File: src/rtl/decode_issue_ctrl.sv
// -----------------------------------------------------------------------------
// decode_issue_ctrl
//
// Decode-stage controller sitting between fetch and execute. Each accepted
// instruction is decoded combinationally (immediate format from the opcode,
// sign-extended immediate) and captured into a 2-entry skid buffer. The head
// entry drives every out_* port directly from flops.
//
// Build option:
//   DECODE_ILLEGAL_CHECK_EN - adds the out_illegal port and a per-entry
//                             illegal-opcode flag.
//
// Ports:
//   clk, rst      rising-edge clock; asynchronous active-high reset
//   flush         drop every buffered and same-cycle incoming instruction
//   in_valid/in_ready/in_instr/in_pc     fetch-side handshake and payload
//   out_valid/out_ready                  execute-side handshake
//   out_pc, out_instr, out_imm, out_imm_type, out_rd, out_rs1, out_rs2
//                                        decoded fields of the head entry
//   out_illegal   (optional) head entry carries an illegal opcode
// -----------------------------------------------------------------------------
module decode_issue_ctrl #(
  parameter int XLEN  = 32,
  parameter int DEPTH = 2
) (
  input  logic            clk,
  input  logic            rst,
  input  logic            flush,
  input  logic            in_valid,
  output logic            in_ready,
  input  logic [31:0]     in_instr,
  input  logic [XLEN-1:0] in_pc,
  output logic            out_valid,
  input  logic            out_ready,
  output logic [XLEN-1:0] out_pc,
  output logic [31:0]     out_instr,
  output logic [XLEN-1:0] out_imm,
  output logic [2:0]      out_imm_type,
  output logic [4:0]      out_rd,
  output logic [4:0]      out_rs1,
  output logic [4:0]      out_rs2
`ifdef DECODE_ILLEGAL_CHECK_EN
  ,
  output logic            out_illegal
`endif
);

  typedef enum logic [2:0] {
    IMM_NONE = 3'd0,
    IMM_I    = 3'd1,
    IMM_S    = 3'd2,
    IMM_B    = 3'd3,
    IMM_U    = 3'd4,
    IMM_J    = 3'd5
  } imm_type_e;

  typedef struct packed {
    logic [XLEN-1:0] pc;
    logic [31:0]     instr;
    logic [XLEN-1:0] imm;
    imm_type_e       imm_type;
`ifdef DECODE_ILLEGAL_CHECK_EN
    logic            illegal;
`endif
  } entry_t;

  // Buffer state: r_main is the head, r_skid the second entry.
  logic [1:0] r_count;
  entry_t     r_main;
  entry_t     r_skid;

  entry_t      w_dec;
  logic [31:0] w_imm32;
  logic        w_enq;
  logic        w_deq;

  // ---------------------------------------------------------------------------
  // Combinational decode of the incoming instruction
  // ---------------------------------------------------------------------------
  always_comb begin
    // NOTE: every combinational output gets a default first so no path leaves
    // it unassigned, which would otherwise infer a latch.
    w_dec          = '0;
    w_dec.pc       = in_pc;
    w_dec.instr    = in_instr;
    w_dec.imm_type = IMM_NONE;

    case (in_instr[6:0])
      7'b0110111, 7'b0010111: w_dec.imm_type = IMM_U;
      7'b1101111:             w_dec.imm_type = IMM_J;
      7'b1100111, 7'b0000011, 7'b0010011,
      7'b0001111, 7'b1110011: w_dec.imm_type = IMM_I;
      7'b0100011:             w_dec.imm_type = IMM_S;
      7'b1100011:             w_dec.imm_type = IMM_B;
`ifdef DECODE_ILLEGAL_CHECK_EN
      // R-type carries no immediate but is a legal instruction.
      7'b0110011:             w_dec.imm_type = IMM_NONE;
      default:                w_dec.illegal  = 1'b1;
`else
      default:                w_dec.imm_type = IMM_NONE;
`endif
    endcase

    // Assemble a 32-bit immediate, then sign-extend from bit 31 to XLEN.
    case (w_dec.imm_type)
      IMM_I:   w_imm32 = {{20{in_instr[31]}}, in_instr[31:20]};
      IMM_S:   w_imm32 = {{20{in_instr[31]}}, in_instr[31:25], in_instr[11:7]};
      IMM_B:   w_imm32 = {{19{in_instr[31]}}, in_instr[31], in_instr[7],
                          in_instr[30:25], in_instr[11:8], 1'b0};
      IMM_U:   w_imm32 = {in_instr[31:12], 12'b0};
      IMM_J:   w_imm32 = {{11{in_instr[31]}}, in_instr[31], in_instr[19:12],
                          in_instr[20], in_instr[30:21], 1'b0};
      default: w_imm32 = 32'd0;
    endcase
    w_dec.imm = XLEN'(signed'(w_imm32));
  end

  // ---------------------------------------------------------------------------
  // Handshake: in_ready depends on registered occupancy only, so there is no
  // combinational path from out_ready back to fetch.
  // ---------------------------------------------------------------------------
  assign in_ready  = (32'(r_count) < DEPTH);
  assign out_valid = (r_count != 2'd0);
  assign w_enq     = in_valid & in_ready;
  assign w_deq     = out_valid & out_ready;

  // ---------------------------------------------------------------------------
  // Skid buffer
  // ---------------------------------------------------------------------------
  always_ff @(posedge clk or posedge rst) begin
    if (rst) begin
      // NOTE: both entries are reset because their contents drive the outputs,
      // which must read as zero out of reset.
      r_count <= 2'd0;
      r_main  <= '0;
      r_skid  <= '0;
    end else if (flush) begin
      // Same-cycle enqueue is dropped; stale entry data stays hidden behind
      // out_valid=0.
      r_count <= 2'd0;
    end else begin
      // NOTE: non-blocking assignments so every flop samples pre-edge values.
      case (r_count)
        2'd0: begin
          if (w_enq) begin
            r_main  <= w_dec;
            r_count <= 2'd1;
          end
        end
        2'd1: begin
          if (w_enq && w_deq) begin
            r_main <= w_dec;
          end else if (w_enq) begin
            r_skid  <= w_dec;
            r_count <= 2'd2;
          end else if (w_deq) begin
            r_count <= 2'd0;
          end
        end
        default: begin
          // Full: in_ready is low, so only a dequeue can happen.
          if (w_deq) begin
            r_main  <= r_skid;
            r_count <= 2'd1;
          end
        end
      endcase
    end
  end

  // ---------------------------------------------------------------------------
  // Head entry drives the outputs; register fields are slices of the stored
  // instruction.
  // ---------------------------------------------------------------------------
  assign out_pc       = r_main.pc;
  assign out_instr    = r_main.instr;
  assign out_imm      = r_main.imm;
  assign out_imm_type = r_main.imm_type;
  assign out_rd       = r_main.instr[11:7];
  assign out_rs1      = r_main.instr[19:15];
  assign out_rs2      = r_main.instr[24:20];
`ifdef DECODE_ILLEGAL_CHECK_EN
  assign out_illegal  = r_main.illegal;
`endif

endmodule

File: config.mk
export PLATFORM = sky130hd
export DESIGN_NAME = decode_issue_ctrl
export DESIGN_NICKNAME = d
export VERILOG_FILES = /design/src/rtl/decode_issue_ctrl.sv
export SDC_FILE = /design/constraint.sdc
export NUM_CORES = 1
export LEC_CHECK = 0
export ABC_AREA = 1
export CAP_MARGIN = 40
export CORE_MARGIN = 4
export CORE_UTILIZATION = 47
export CTS_CLUSTER_DIAMETER = 150
export DETAILED_ROUTE_END_ITERATION = 10
export PLACE_DENSITY_LB_ADDON = 0.25
export SYNTH_ARGS = -nofsm -noshare
export SYNTH_HDL_FRONTEND = slang
export SYNTH_SLANG_ARGS = --single-unit
File: constraint.sdc
create_clock -name clk -period 7.1 [get_ports clk]
set_input_delay 2.13 -clock clk [delete_from_list [all_inputs] [get_ports clk]]
set_output_delay 2.13 -clock clk [all_outputs]
set_load 0.01 [all_outputs]
After elaboration in Yosys (flattened, before gate mapping)
Cells that the tools add are included.
Widths: inputs -> output; s select.
{"block": "totals", "register_bits": 200, "latch_bits": 0, "ram_bits": 0, "rom_bits": 0, "in_bits": 69, "memories": 0}
{"block": "classes", "add_sub_neg": 0, "multipliers": 0, "n_div": 0, "magnitude_cmp": 1, "eq_ne": 21, "shifts": 0, "n_mux": 13, "n_bitwise": 4, "n_reduce_logical": 10}
{"op": "$mux 99", "count": 3}
{"op": "$pmux 99 s2", "count": 1}
{"op": "$pmux 32 s5", "count": 1}
{"op": "$eq 7x7->1 const B", "count": 4}
{"op": "$pmux 3 s5", "count": 1}
{"op": "$eq 7x5->1 const B", "count": 2}
{"op": "$eq 7x6->1 const B", "count": 2}
{"op": "$mux 2", "count": 6}
{"op": "$reduce_and 4->1", "count": 3}
{"op": "$eq 7x2->1 const B", "count": 1}
{"op": "$eq 7x4->1 const B", "count": 1}
{"op": "$eq 3x2->1 const B", "count": 2}
{"op": "$eq 3x3->1 const B", "count": 2}
{"op": "$ne 3x3->1 const B", "count": 2}
{"op": "$reduce_or 5->1", "count": 1}
{"op": "$ne 2x2->1 const B", "count": 2}
{"op": "$ne 4x4->1 const B", "count": 1}
{"op": "$pmux 2 s2", "count": 1}
{"op": "$reduce_bool 4->1", "count": 1}
{"op": "$eq 3x1->1 const B", "count": 1}
{"op": "$reduce_bool 3->1", "count": 1}
{"op": "$and 1x1->1", "count": 2}
{"op": "$eq 2x1->1 const B", "count": 1}
{"op": "$logic_not 2->1", "count": 1}
{"op": "5 further kinds", "count": 6}

Depth between registers and ports, before layout
{"block": "depth", "word_depth": 7, "mapped_depth": 11}

Worst setup path after synthesis
Ideal clock, no wire load.
{"block": "synth_path", "kind": "flip-flop to output port", "from": "reg r_count[1]", "to": "out in_ready", "arrival_ps": 1111, "t_required_ps": 4970, "slack_ps": 3859, "stages_incl_launch_ff": 5, "cell_sequence": "dfrtp_1 > buf_4 > inv_2 > buf_2 > buf_1"}
{"block": "synth_between", "elab_chain_len": 1}
{"item": "start, declared", "line": "68", "source": "logic [1:0] r_count;"}
{"item": "start signal, assigned", "line": "134", "source": "r_count <= 2'd0;"}
{"item": "start signal, assigned", "line": "140", "source": "r_count <= 2'd0;"}
{"item": "start signal, assigned", "line": "147", "source": "r_count <= 2'd1;"}
{"item": "$lt 2x2->1", "line": "122", "source": "assign in_ready = (32'(r_count) < DEPTH);"}
{"item": "end, declared", "line": "30", "source": "output logic in_ready,"}
Every way passes these cells.

Worst setup path after layout
Same ends and word-level chain as after synthesis.

==> run metrics <==
post-CTS setup buffers=0; share of the cycle needed by the critical path after routing=66.1%; VDD IR-drop max=0.165 mV; setup ws final=2.41 ns; antenna cell count=0; TritonCTS clock tree=done; Vias per Instance=5.06; post-detail-place hpwl=between 15000 and 20000 µm; cell area after synthesis=0.00918 mm²; Clock Power Share=a little over a quarter; clock root buffer=clkbuf_16; switching pwr=roughly 1.1 mW; number of gates resized after CTS=0; final clock skew=0.00773 ns; Vias=roughly 8000; Worst-path clk slew=~0.07 ns; CTS sink cnt=200; pre-CTS worst setup slack=2.62 ns; critical path cell sequence=inv_4, clkdlybuf4s50_1; top cells by area, synth=dfrtp_1, nand2_1, nor2_1, a31oi_1, nand3_1; height of the die=148 µm; number of synthesis warnings=0; Starting Density=between 40% and 50%; slowest cell on the critical path=dfrtp_2; number of buffers created by CTS=17; number of hold violations in the final report=0; detailed router's first-iteration violation count=695; cell type with the highest aggregate area in the netlist=dfrtp_1; Worst Setup Start Kind=flip-flop; number of distinct standard cells referenced by the synthesized netlist=22; classification of the worst-slack hold path=reg -> reg; count of boundary I/O pins=185; total of endpoints with negative setup slack in the final report=0; largest net degree at the start of global routing=between 100 and 150; share of final-layout standard cells stronger than drive strength 1=4.14%; synth-to-layout area growth=26.6%; Die Wd=148 µm; Fmax=around 210 MHz; nets=1386; setup repair after global routing missed its margin=no; Max Fanout on Critical Path=67; number of fill cells in the layout=1666; Worst Path Required=4.97 ns; outcome=complete, no violations; crit end category=output pin; aggregate routed wire length=approximately 24000 µm; sequential group share of total power=45.4%; aggregate global routing overflow=0; sequential fraction of the synthesis area=~54%; combinational share of power=28.2%; CTS H-Tree Depth=4; Synth Register Bits=200; Worst EP arrival=~2.6 ns; Port Buffers=184; critical path's largest stage delay=~0.73 ns; setup TNS after final layout=0 ns; Slew @ Worst Pin=0.890 ns; share of the synthesized area in the top cell type=54.5%; wire length of the first global-routing pass=39000 µm; switching portion of total power=30.2%; antenna violations before repair=0; clock latency at the later pin of the worst-skew pair=0.42 ns; remaining antenna violation count after routing=0; overall die area=between 0.02 and 0.025 mm²; Max-Slew Margin vs Limit=40.7%; number of rows in the core area=50; leakage power=5.97 nW; vias in the first global route=7524; First-pass DRT Iterations=5; mean area per synthesized cell=slightly below 8 µm²; maxcap violations=0; hold buffer count at cts=0; last weighted congestion value of the routability-driven placer=0.820; Max Root-Sink Buffers=2; Final min period=approximately 4.7 ns; Power Internal=2.52 mW; type of the worst setup path=reg -> out; Remaining DRCs=0; core area=around 0.019 mm²; total power divided by cell area=311 mW/mm²; combined global-route utilization of all metal layers=about 22%; final routed wire length divided by cell count=14.9 µm; max-slew violations=0; total nets after synthesis=1259; gate count after technology mapping=between 1000 and 1500
critical path, delay by kind of cell (launching register included):
kind	cells	cell delay [ns]
buf+inv	2	1.36
flops	1	0.73
layout make-up:
type	count	area (µm²)	area share, %
Tap cell	260	325	2.80
Timing Repair Buffer	196	1990	17.1
Sequential cell	200	5010	43.0
Clock inverter	9	90.1	0.775
Inverter	31	124	1.07
Clock buffer	22	494	4.25
Multi-Input combinational cell	871	3600	31.0
cells by family after synthesis:
logic type      count (synthesis)  share of synthesized area [%]
flops                         200                           54.5
simple gates                  758                           32.0
buf+inv                       119                           6.31
compound gates                113                           7.23
layer usage:
metal	part of all wire, %	track usage (%)
met3	6.5	4.05
met1	45	31.1
met2	46	34.7
met5	0	0
met4	1.9	6.66
placed cells by master (no fill, tap or decap), drive strengths merged:
cell / netlist / final
nor3: 7 / 7
nor2: 171 / 171
bufinv: 0 / 1
clkinvlp: 0 / 3
o31ai: 6 / 6
nand3: 47 / 47
dfrtp: 200 / 200
a31oi: 59 / 59
clkbuf: 34 / 22
clkinv: 0 / 5
nand2: 531 / 531
buf: 54 / 12
o21ai: 29 / 29
clkdlybuf4s50: 0 / 184
a21oi: 15 / 15
inv: 31 / 31
nand4: 2 / 2
o21a: 4 / 4
registers in the layout, indices dropped and copies added (netlist names):
name / flops
out_imm: 32
out_imm_type: 3
out_instr: 32
out_pc: 32
r_count: 2
r_skid: 99
through the flow:
step | power [mW] | utilization (%) | std cells | instance area, µm² | hold slack [ns]
6_report | 3.62 | 61.3 | 1589 | 11600 | 0.478
5_1_grt | 3.83 | 61.3 | 1589 | 11600 | 0.494
4_1_cts | 3.65 | 61.3 | 1589 | 11600 | 0.483
3_5_place_dp | 2.69 | 58.3 | 1558 | 11000 | 0.464
3_3_place_gp | 2.66 | 57.9 | 1555 | 11000 | 0.461
2_1_floorplan | 2.17 | - | 1190 | 9190 | 0.449
synthesized netlist by cell type (all sizes together):
master / count
buf: 54
dfrtp: 200
o21a: 4
clkbuf: 34
o31ai: 6
nor3: 7
nand3: 47
a21oi: 15
inv: 31
nand4: 2
a31oi: 59
nand2: 531
nor2: 171
o21ai: 29
power groups by stage:
stage | clock network (mW) | registers [mW] | logic, mW
2_1_floorplan | 0 | 1.70 | 0.472
3_3_place_gp | 0 | 1.66 | 1.00
3_5_place_dp | 0 | 1.66 | 1.03
4_1_cts | 0.974 | 1.64 | 1.04
5_1_grt | 1.02 | 1.69 | 1.12
6_report | 0.953 | 1.64 | 1.02
final timing paths:
check | startpoint | endpoint | slack (ns) | depth (start not counted)
min in group asynchronous | rst | out_imm[8]$_DFFE_PP0P_ | 2.07 | 2
hold / removal | r_skid[32]$_DFFE_PP0P_ | r_skid[32]$_DFFE_PP0P_ | 0.48 | 2
max in group asynchronous | rst | out_instr[19]$_DFFE_PP0P_ | 3.90 | 3
hold reg to reg | r_skid[32]$_DFFE_PP0P_ | r_skid[32]$_DFFE_PP0P_ | 0.48 | 2
setup / recovery | r_count[1]$_DFFE_PP0P_ | in_ready | 2.41 | 2
setup reg to reg | r_count[1]$_DFFE_PP0P_ | out_pc[27]$_DFFE_PP0P_ | 3.88 | 9
Power figures use the tool's default switching activity.
